[src/rtl/seg_scan_ctrl_pkg.sv]
// seg_scan_ctrl_pkg: shared state encoding, anode constant and leading-zero mask helper
package seg_scan_ctrl_pkg;

    typedef enum logic {
        ST_SHOW  = 1'b0,
        ST_GUARD = 1'b1
    } state_e;

    localparam logic [7:0] AN_OFF = 8'hFF;

    // Keep digit i only if enabled and some nibble at or above it is nonzero; digit 0 always survives
    function automatic logic [7:0] lz_mask(input logic [31:0] d, input logic [7:0] en);
        logic [7:0] m;
        for (int i = 0; i < 8; i++) m[i] = en[i] & ((i == 0) || ((d >> (4 * i)) != 32'd0));
        return m;
    endfunction

endpackage

[src/rtl/seg_scan_ctrl_if.sv]
// seg_scan_ctrl_if: CPU-side load bus and board-side display pins of the scan controller
interface seg_scan_ctrl_if;
    logic [31:0] data;
    logic        load;
    logic [7:0]  digit_en;
    logic [7:0]  dp_in;
    logic [7:0]  an;
    logic [6:0]  seg;
    logic        dp;
    logic        frame_tick;

    modport master (output data, load, digit_en, dp_in, input an, seg, dp, frame_tick);
    modport slave  (input data, load, digit_en, dp_in, output an, seg, dp, frame_tick);
endinterface

[src/rtl/seg_scan_ctrl_sevensegs.sv]
// SevenSegs: hex nibble to active-high segment pattern (bit0 = a .. bit6 = g), blank when disabled
module SevenSegs (
    input  logic [3:0] nib_i,
    input  logic       en_i,
    output logic [6:0] seg_o
);

    // Plain lookup; a disabled digit drives no segments
    always_comb begin
        seg_o = 7'h00;
        if (en_i) begin
            case (nib_i)
                4'h0: seg_o = 7'h3F;
                4'h1: seg_o = 7'h06;
                4'h2: seg_o = 7'h5B;
                4'h3: seg_o = 7'h4F;
                4'h4: seg_o = 7'h66;
                4'h5: seg_o = 7'h6D;
                4'h6: seg_o = 7'h7D;
                4'h7: seg_o = 7'h07;
                4'h8: seg_o = 7'h7F;
                4'h9: seg_o = 7'h6F;
                4'hA: seg_o = 7'h77;
                4'hB: seg_o = 7'h7C;
                4'hC: seg_o = 7'h39;
                4'hD: seg_o = 7'h5E;
                4'hE: seg_o = 7'h79;
                default: seg_o = 7'h71;
            endcase
        end
    end

endmodule

[src/rtl/seg_scan_ctrl.sv]
// seg_scan_ctrl: tear-free 8-digit seven-segment scanner; LEADING_ZERO_BLANK_EN blanks leading zeros
module seg_scan_ctrl
    import seg_scan_ctrl_pkg::*;
#(
    parameter int NUM_DIGITS = 8,
    parameter int DWELL      = 50000,
    parameter int GUARD      = 16
) (
    input  logic            clk,
    input  logic            rst,
    seg_scan_ctrl_if.slave  bus
);

    localparam logic [2:0]  LAST   = 3'(NUM_DIGITS - 1);
    localparam logic [15:0] DW_END = 16'(DWELL - 1);
    localparam logic [15:0] GD_END = 16'(GUARD - 1);

    state_e      state_q, state_d;
    logic [2:0]  idx_q, idx_d;
    logic [15:0] cnt_q, cnt_d;
    logic [7:0]  an_q, an_d;
    logic [3:0]  nib_q, nib_d;
    logic        en_q, en_d, dp_q, dp_d, tick_q, tick_d;
    logic [31:0] pend_data_q, pend_data_d, act_data_q, act_data_d;
    logic [7:0]  pend_en_q, pend_en_d, pend_dp_q, pend_dp_d;
    logic [7:0]  act_en_q, act_en_d, act_dp_q, act_dp_d;
    logic        pend_valid_q, pend_valid_d;
    logic        last, phase_end, xfer;
    logic [7:0]  xfer_en;

    assign last      = idx_q == LAST;
    assign phase_end = cnt_q == (state_q == ST_SHOW ? DW_END : GD_END);
    assign xfer      = state_q == ST_GUARD && phase_end && last;

`ifdef LEADING_ZERO_BLANK_EN
    assign xfer_en = lz_mask(pend_data_q, pend_en_q);
`else
    assign xfer_en = pend_en_q;
`endif

    // Pending/active buffers plus scan FSM; the new digit's outputs use the just-transferred buffer
    always_comb begin
        pend_data_d  = bus.load ? bus.data : pend_data_q;
        pend_en_d    = bus.load ? bus.digit_en : pend_en_q;
        pend_dp_d    = bus.load ? bus.dp_in : pend_dp_q;
        pend_valid_d = bus.load | (pend_valid_q & ~xfer);
        act_data_d   = (xfer && pend_valid_q) ? pend_data_q : act_data_q;
        act_en_d     = (xfer && pend_valid_q) ? xfer_en : act_en_q;
        act_dp_d     = (xfer && pend_valid_q) ? pend_dp_q : act_dp_q;
        state_d      = state_q;
        idx_d        = idx_q;
        cnt_d        = phase_end ? 16'd0 : cnt_q + 16'd1;
        an_d         = an_q;
        nib_d        = nib_q;
        en_d         = en_q;
        dp_d         = dp_q;
        tick_d       = 1'b0;
        if (phase_end && state_q == ST_SHOW) begin
            state_d = ST_GUARD;
            an_d    = AN_OFF;
            en_d    = 1'b0;
            dp_d    = 1'b0;
        end else if (phase_end) begin
            state_d = ST_SHOW;
            idx_d   = last ? 3'd0 : idx_q + 3'd1;
            an_d    = ~(8'd1 << idx_d);
            nib_d   = act_data_d[{idx_d, 2'b00} +: 4];
            en_d    = act_en_d[idx_d];
            dp_d    = act_dp_d[idx_d] & act_en_d[idx_d];
            tick_d  = last;
        end
    end

    // State register; reset parks in GUARD on the last digit so digit 0 lights first
    always_ff @(posedge clk) begin
        if (rst) begin
            state_q      <= ST_GUARD;
            idx_q        <= LAST;
            cnt_q        <= '0;
            an_q         <= AN_OFF;
            nib_q        <= '0;
            en_q         <= 1'b0;
            dp_q         <= 1'b0;
            tick_q       <= 1'b0;
            pend_data_q  <= '0;
            pend_en_q    <= '0;
            pend_dp_q    <= '0;
            pend_valid_q <= 1'b0;
            act_data_q   <= '0;
            act_en_q     <= '0;
            act_dp_q     <= '0;
        end else begin
            state_q      <= state_d;
            idx_q        <= idx_d;
            cnt_q        <= cnt_d;
            an_q         <= an_d;
            nib_q        <= nib_d;
            en_q         <= en_d;
            dp_q         <= dp_d;
            tick_q       <= tick_d;
            pend_data_q  <= pend_data_d;
            pend_en_q    <= pend_en_d;
            pend_dp_q    <= pend_dp_d;
            pend_valid_q <= pend_valid_d;
            act_data_q   <= act_data_d;
            act_en_q     <= act_en_d;
            act_dp_q     <= act_dp_d;
        end
    end

    assign bus.an         = an_q;
    assign bus.dp         = dp_q;
    assign bus.frame_tick = tick_q;

    SevenSegs u_dec (
        .nib_i (nib_q),
        .en_i  (en_q),
        .seg_o (bus.seg)
    );

endmodule

[src/flat_wrapper.sv]
// flat-port wrapper written by rule: the top's interface ports become plain ports
module seg_scan_ctrl_flat import seg_scan_ctrl_pkg::*;
#(
    parameter int NUM_DIGITS = 8,
    parameter int DWELL      = 50000,
    parameter int GUARD      = 16
)
  (clk, rst, bus_data, bus_load, bus_digit_en, bus_dp_in, bus_an, bus_seg, bus_dp, bus_frame_tick);
  seg_scan_ctrl_if bus_i ();
  input  logic clk;
  input  logic rst;
  input wire logic [$bits(bus_i.data)-1:0] bus_data;
  input wire logic [$bits(bus_i.load)-1:0] bus_load;
  input wire logic [$bits(bus_i.digit_en)-1:0] bus_digit_en;
  input wire logic [$bits(bus_i.dp_in)-1:0] bus_dp_in;
  output wire logic [$bits(bus_i.an)-1:0] bus_an;
  output wire logic [$bits(bus_i.seg)-1:0] bus_seg;
  output wire logic [$bits(bus_i.dp)-1:0] bus_dp;
  output wire logic [$bits(bus_i.frame_tick)-1:0] bus_frame_tick;
  assign bus_i.data = bus_data;
  assign bus_i.load = bus_load;
  assign bus_i.digit_en = bus_digit_en;
  assign bus_i.dp_in = bus_dp_in;
  assign bus_an = bus_i.an;
  assign bus_seg = bus_i.seg;
  assign bus_dp = bus_i.dp;
  assign bus_frame_tick = bus_i.frame_tick;
  seg_scan_ctrl #(.NUM_DIGITS(NUM_DIGITS), .DWELL(DWELL), .GUARD(GUARD)) u_core (.clk(clk), .rst(rst), .bus(bus_i));
endmodule
[config.mk]
export PLATFORM = sky130hd
export DESIGN_NAME = seg_scan_ctrl_flat
export DESIGN_NICKNAME = d
export VERILOG_FILES = /design/src/rtl/seg_scan_ctrl_pkg.sv /design/src/rtl/seg_scan_ctrl_if.sv /design/src/rtl/seg_scan_ctrl_sevensegs.sv /design/src/rtl/seg_scan_ctrl.sv /design/src/flat_wrapper.sv
export SDC_FILE = /design/constraint.sdc
export NUM_CORES = 1
export LEC_CHECK = 0
export CAP_MARGIN = 15
export CORE_ASPECT_RATIO = 1.2
export CORE_MARGIN = 3
export CORE_UTILIZATION = 40
export CTS_BUF_LIST = sky130_fd_sc_hd__clkbuf_8
export CTS_CLUSTER_SIZE = 24
export DETAILED_ROUTE_END_ITERATION = 7
export PLACE_DENSITY = 0.59
export SETUP_SLACK_MARGIN = 0.2
export SYNTH_ARGS = -nofsm -noshare
export SYNTH_HDL_FRONTEND = slang
export SYNTH_SLANG_ARGS = --single-unit
[constraint.sdc]
create_clock -name clk -period 4.8 [get_ports clk]
set_input_delay 0.48 -clock clk [delete_from_list [all_inputs] [get_ports clk]]
set_output_delay 0.48 -clock clk [all_outputs]
set_load 0.01 [all_outputs]
==> results.sh, run 1 <==
export IMPL_finalSetupTns_ps=0
export IMPL_rsz0062_at_grt="no"
export IMPL_synth_seq_cells=139
export IMPL_seqCellArea_sq_mm=0.00278
export IMPL_critPathSlowestCell="a2111o_2"
export IMPL_routedWlPerCell_um=14.3
export IMPL_skew_ps=11.5
export IMPL_num_rows=48
export IMPL_antenna_found_initial=0
export IMPL_fmax_mhz=247
export IMPL_clock_path_buffers=2
export IMPL_hold_viol_final=0
export IMPL_design_area_sq_mm=0.00718
export IMPL_grt_pass1_wl_mm=22.0
export IMPL_port_buffers=67
export IMPL_critical_path_required_ps=5170
export IMPL_reg2reg_depth=13
export IMPL_wl_mm=13.1
export IMPL_drc=0
export IMPL_endpoint_kind="flop"
export IMPL_dpl_hpwl_mm=9.15
export IMPL_tightest_slew_ps=1090
export IMPL_cap_viol_max_count=0
export IMPL_crit_chain="ha_1, nand4b_1, or4b_4, a2111o_2, mux2i_1, a22oi_1, nand4_1, a21oi_2, inv_1, ha_1, mux2_1, or3_1, o211ai_1"
export IMPL_timing_final_crit_period_ps=4050
export IMPL_p_leak_nw=2.92
export IMPL_status="completed"
export IMPL_slew_violations=0
export IMPL_area_growth_pct=20.9
export IMPL_timing_rr_start="u_core.cnt_q[0]"
export IMPL_postCtsHoldBufs=0
export IMPL_grtUsageTotal_pct=17.0
export IMPL_detail_route_antenna_nets=0
export IMPL_vias=4594
export IMPL_ir_drop_mv=0.192
export IMPL_htreeDepth=4
export IMPL_clock_sinks=139
export IMPL_syn_inst=655
export IMPL_cts_tree="yes"
export IMPL_power_density_mw_per_mm2=336
export IMPL_chipWidth_um=117
export IMPL_antennaDiodeCount=0
export IMPL_period_share_pct=84.4
export IMPL_final_net_count=768
export IMPL_drive_gt1_share_pct=8.89
export IMPL_overflow=0
export IMPL_multi_input_area_sq_mm=0.00292
export IMPL_reg2reg_slack_ps=750
export IMPL_num_io_pins=68
export IMPL_cts_root_buf="clkbuf_8"
export IMPL_setup_violations=0
export IMPL_via_per_inst=4.99
export IMPL_drtPass1Iterations=5
export IMPL_cp_max_fo=26
export IMPL_min_path_cells=3
export IMPL_cp_arrival_ps=4420
export IMPL_synth_avg_cell_area_sq_um=9.07
export IMPL_async_flop_share_pct=0
export IMPL_layout_common_cells="dfxtp_1 (139), nor2_1 (103), nand2_1 (87)"
export IMPL_drt_iter0_drc=212
export IMPL_hold_path_class="in -> reg"
export IMPL_die_height_um=140
export IMPL_final_common_cell="dfxtp_1"
export IMPL_startpoint_type="flop"
export IMPL_cts_clk_slew_worst_paths_ps=80
export IMPL_fp_dieArea_sq_mm=0.0164
export IMPL_syn_nets=716
export IMPL_slowest_delay_ps=750
export IMPL_ys_warnings_count=0
export IMPL_synth_edff_count=0
export IMPL_ys_types=66
export IMPL_synth_top_flop_cell="dfxtp_1"
export IMPL_post_cts_resize_count=0
export IMPL_clk_latency_ps=450
export IMPL_cts_setup_buffers=0
export IMPL_initial_core_util_pct=41.1
export IMPL_grt_pass1_vias=4548
export IMPL_synth_area_sq_mm=0.00594
export IMPL_crit_start="u_core.cnt_q[0]"
export IMPL_hp_start="rst"
export IMPL_slew_headroom_pct=27.4
export IMPL_cpMostUsedCell="ha_1"
export IMPL_grt_max_degree=108
export IMPL_yosysSeqAreaShare_pct=46.8
export IMPL_cts_made_buffers=17
export IMPL_dpl_cell_area_sq_mm=0.00672
export IMPL_path_class="reg -> reg"
export IMPL_coreArea_sq_mm=0.0145
export IMPL_gp_congestion=0.825
export IMPL_n_fill_cell=1371
[final cells by class]
class / count / area share [%]
inverters: 13 / 0.679
well taps: 200 / 3.48
clock buffers: 18 / 3.45
repair buffers: 74 / 9.96
multi-input cells: 462 / 40.6
flip-flops and latches: 139 / 38.7
clock inverters: 14 / 3.05
[metrics by stage]
stage / setup slack [ps] / hold slack (ps) / std cells / total power [mW] / util (%)
2_1_floorplan: 1220 / 413 / 655 / 1.28 / -
3_3_place_gp: 868 / 422 / 888 / 1.34 / 46.4
3_5_place_dp: 769 / 430 / 888 / 1.34 / 46.4
4_1_cts: 742 / 405 / 920 / 2.43 / 49.6
5_1_grt: 495 / 419 / 920 / 2.50 / 49.6
6_report: 748 / 431 / 920 / 2.41 / 49.6
[cell usage after synthesis (3+ instances only)]
cell type	instances	area, sq um
nand4_1	9	56.3
nor2_1	103	387
mux2_2	3	33.8
clkbuf_1	31	116
a211oi_1	3	22.5
a21o_1	4	30.0
o21ai_1	3	15.0
a21oi_1	34	170
dfxtp_1	139	2780
buf_6	3	33.8
nand3_1	10	50.1
inv_1	11	41.3
buf_1	4	15.0
o21ai_0	14	70.1
or3_1	5	31.3
and3_1	5	31.3
o22ai_1	5	31.3
a31oi_1	3	18.8
or2_2	5	31.3
xor2_1	6	52.6
o211ai_1	3	22.5
nand2_1	87	327
nand2b_1	4	25.0
mux2i_1	76	761
nor3_1	5	25.0
a21oi_2	3	26.3
ha_1	10	125
and2_1	11	68.8
nor2b_1	5	31.3
xnor2_1	8	70.1
[how the worst max path moves through the flow]
stage / slack [ps] / depth (start not counted) / endpoint
5_1_grt: 500 / 13 / flop
2_1_floorplan: 1220 / 14 / flop
3_5_place_dp: 770 / 13 / flop
3_3_place_gp: 870 / 13 / flop
4_1_cts: 740 / 13 / flop
6_report: 750 / 13 / flop
[logic make-up (layout without fill, tap and decap cells)]
family                     count (synthesis)  count (layout)  share of synthesized area [%]
buffers and inverters                     54             119                           4.06
xor gates and xnor gates                  14              14                           2.06
muxes                                     81              81                           13.7
adders and majority gates                 10              10                           2.11
AOI/OAI and AO/OA                         97              97                           11.5
and+or+nand+nor                          260             260                           19.7
DFF                                      139             139                           46.8
[flip-flops by register name, summed over array words and instances (netlist names), named ones only]
| name | count |
|---|---|
| u_core.act_en_q | 8 |
| u_core.pend_en_q | 8 |
| u_core.nib_q | 4 |
| u_core.pend_data_q | 32 |
| u_core.cnt_q | 16 |
| u_core.bus.frame_tick | 1 |
| u_core.act_data_q | 32 |
| u_core.bus.an | 8 |
| u_core.idx_q | 3 |
| u_core.act_dp_q | 8 |
| u_core.pend_valid_q | 1 |
| u_core.bus.dp | 1 |
| u_core.state_q | 1 |
| u_core.en_q | 1 |
| u_core.pend_dp_q | 8 |
[where the power goes]
group          total (mW)  switching, mW  internal [mW]
clock network        1.10          0.463          0.634
logic               0.116         0.0510         0.0652
registers            1.20         0.0181           1.18
[layer usage]
metal,up-vias,part of all wire (%),track usage [%]
li1,2347,-,-
met1,2145,47,21.7
met2,89,48,27.1
met3,13,4.2,4.96
met4,0,1.4,5.80
met5,-,0,0
[critical path, delay by kind of cell, from the launching register on]
| family | cells | cell delay [ps] |
|---|---|---|
| flip-flops | 1 | 350 |
| buffers and inverters | 1 | 100 |
| AND/OR/NAND/NOR | 4 | 1220 |
| AO/OA/AOI/OAI | 4 | 1360 |
| adder cells (fa/ha/maj) | 2 | 430 |
| multiplexers | 2 | 510 |
Note: power is estimated with default switching activity, not from simulation.
==> inputs of run 2 (changes only) <==
- clock period: 4.8 -> 4.1 ns (I/O delays scaled with it)
==> results.sh, run 2 (synthesized netlist as in run 1, its figures left out) <==
export IMPL_status="completed"
export IMPL_p_leak_nw=2.96
export IMPL_finalSetupTns_ps=0
export IMPL_cts_tree="yes"
export IMPL_setup_violations=0
export IMPL_clock_path_buffers=2
export IMPL_power_density_mw_per_mm2=375
export IMPL_slew_violations=0
export IMPL_setup_ws_ps=346
export IMPL_cts_made_buffers=17
export IMPL_cp_max_fo=5
export IMPL_antennaDiodeCount=0
export IMPL_wl_mm=13.7
export IMPL_fp_dieArea_sq_mm=0.0164
export IMPL_endpoint_kind="flop"
export IMPL_reg2reg_depth=13
export IMPL_place_ws_ps=202
export IMPL_layout_common_cells="dfxtp_1 (138), nor2_1 (103), nand2_1 (87)"
export IMPL_num_io_pins=68
export IMPL_grtUsageTotal_pct=17.4
export IMPL_path_class="reg -> reg"
export IMPL_initial_core_util_pct=41.1
export IMPL_slew_headroom_pct=25.5
export IMPL_tightest_slew_ps=1120
export IMPL_clock_sinks=139
export IMPL_hold_path_class="in -> reg"
export IMPL_drc=0
export IMPL_cts_clk_slew_worst_paths_ps=80
export IMPL_htreeDepth=4
export IMPL_skew_ps=13.9
export IMPL_final_core_util_pct=50.4
export IMPL_hold_viol_final=0
export IMPL_area_growth_pct=22.8
export IMPL_drive_gt1_share_pct=11.4
export IMPL_grt_max_degree=109
export IMPL_gp_congestion=0.863
export IMPL_grt_pass1_wl_mm=22.5
export IMPL_via_per_inst=5.05
export IMPL_rsz0062_at_grt="no"
export IMPL_final_net_count=783
export IMPL_coreArea_sq_mm=0.0145
export IMPL_period_share_pct=91.6
export IMPL_overflow=0
export IMPL_crit_chain="ha_2, nand4b_1, or4b_4, a2111o_2, buf_4, mux2i_1, nand2_1, a32oi_4, a21oi_4, ha_2, mux2_1, or3_1, o211ai_1"
export IMPL_cap_viol_max_count=0
export IMPL_chipWidth_um=117
export IMPL_detail_route_antenna_nets=0
export IMPL_slowest_delay_ps=610
export IMPL_dpl_hpwl_mm=9.60
export IMPL_antenna_found_initial=0
export IMPL_timing_final_crit_period_ps=3750
export IMPL_cp_arrival_ps=4120
export IMPL_final_common_cell="dfxtp_1"
export IMPL_ir_drop_mv=0.256
export IMPL_min_path_cells=3
export IMPL_cts_root_buf="clkbuf_8"
export IMPL_critical_path_required_ps=4470
export IMPL_fmax_mhz=266
export IMPL_die_height_um=140
export IMPL_port_buffers=67
export IMPL_vias=4722
export IMPL_drt_iter0_drc=195
export IMPL_drtPass1Iterations=4
export IMPL_clk_latency_ps=450
export IMPL_routedWlPerCell_um=14.7
export IMPL_grt_pass1_vias=4674
export IMPL_startpoint_type="flop"
export IMPL_critPathSlowestCell="or4b_4"
export IMPL_reg_largest_list="u_core.act_data_q: 32 flops, u_core.pend_data_q: 32 flops, u_core.cnt_q: 16 flops"
export IMPL_postCtsHoldBufs=0
export IMPL_cpMostUsedCell="ha_2"
export IMPL_num_rows=48
-- run 2: critical path: cells and delay by family, from the launching register on --
| kind | cells | cell delay [ps] |
|---|---|---|
| DFF | 1 | 340 |
| AOI/OAI and AO/OA | 4 | 1030 |
| adders and majority gates | 2 | 450 |
| buffers and inverters | 1 | 190 |
| and+or+nand+nor | 4 | 1180 |
| muxes | 2 | 480 |
-- run 2: path summary, 6_finish.rpt --
check	from	slack [ps]	to
min	rst	370	u_core.bus.frame_tick
max reg2reg	u_core.cnt_q[0]	350	flop
max	u_core.cnt_q[0]	350	flop
min reg2reg	u_core.cnt_q[0]	410	u_core.cnt_q[0]
-- run 2: final cells by class --
type	count	area, sq um
clock buffer	17	234
clock inverter	15	199
fill	1393	7180
inverter	13	48.8
multi-input combinational	463	2960
sequential	139	2780
tap	200	250
timing repair buffer	88	821
-- run 2: per-layer routing --
layer / GRT usage [%] / share of wire, % / vias to the layer above
li1: - / - / 2393
met1: 21.8 / 47 / 2218
met2: 28.8 / 48 / 94
met3: 4.09 / 4.1 / 17
met4: 6.10 / 1.6 / 0
met5: 0 / 0 / -
-- run 2: metrics by stage --
stage	instance area, sq um	hold WS [ps]	power, mW	std cells
3_3_place_gp	6790	422	1.57	897
5_1_grt	7300	351	2.85	935
3_5_place_dp	6790	437	1.57	897
4_1_cts	7220	328	2.77	929
6_report	7300	374	2.74	935
2_1_floorplan	5940	413	1.50	655
-- run 2: where the power goes --
| part | switching, mW | leakage (nW) | internal, mW | total (mW) |
|---|---|---|---|---|
| clock | 0.536 | 0.209 | 0.661 | 1.20 |
| combinational | 0.0608 | 1.62 | 0.0768 | 0.138 |
| sequential | 0.0209 | 1.13 | 1.38 | 1.40 |
-- run 2: timing repair --
action | in CTS | in global routing
hold endpoints to repair | 0 | 0
setup buffers | 0 | 5
pin swaps | 1 | 5
cloned | 0 | 1
resized for setup | 0 | 8
setup endpoints to repair | 2 | 5
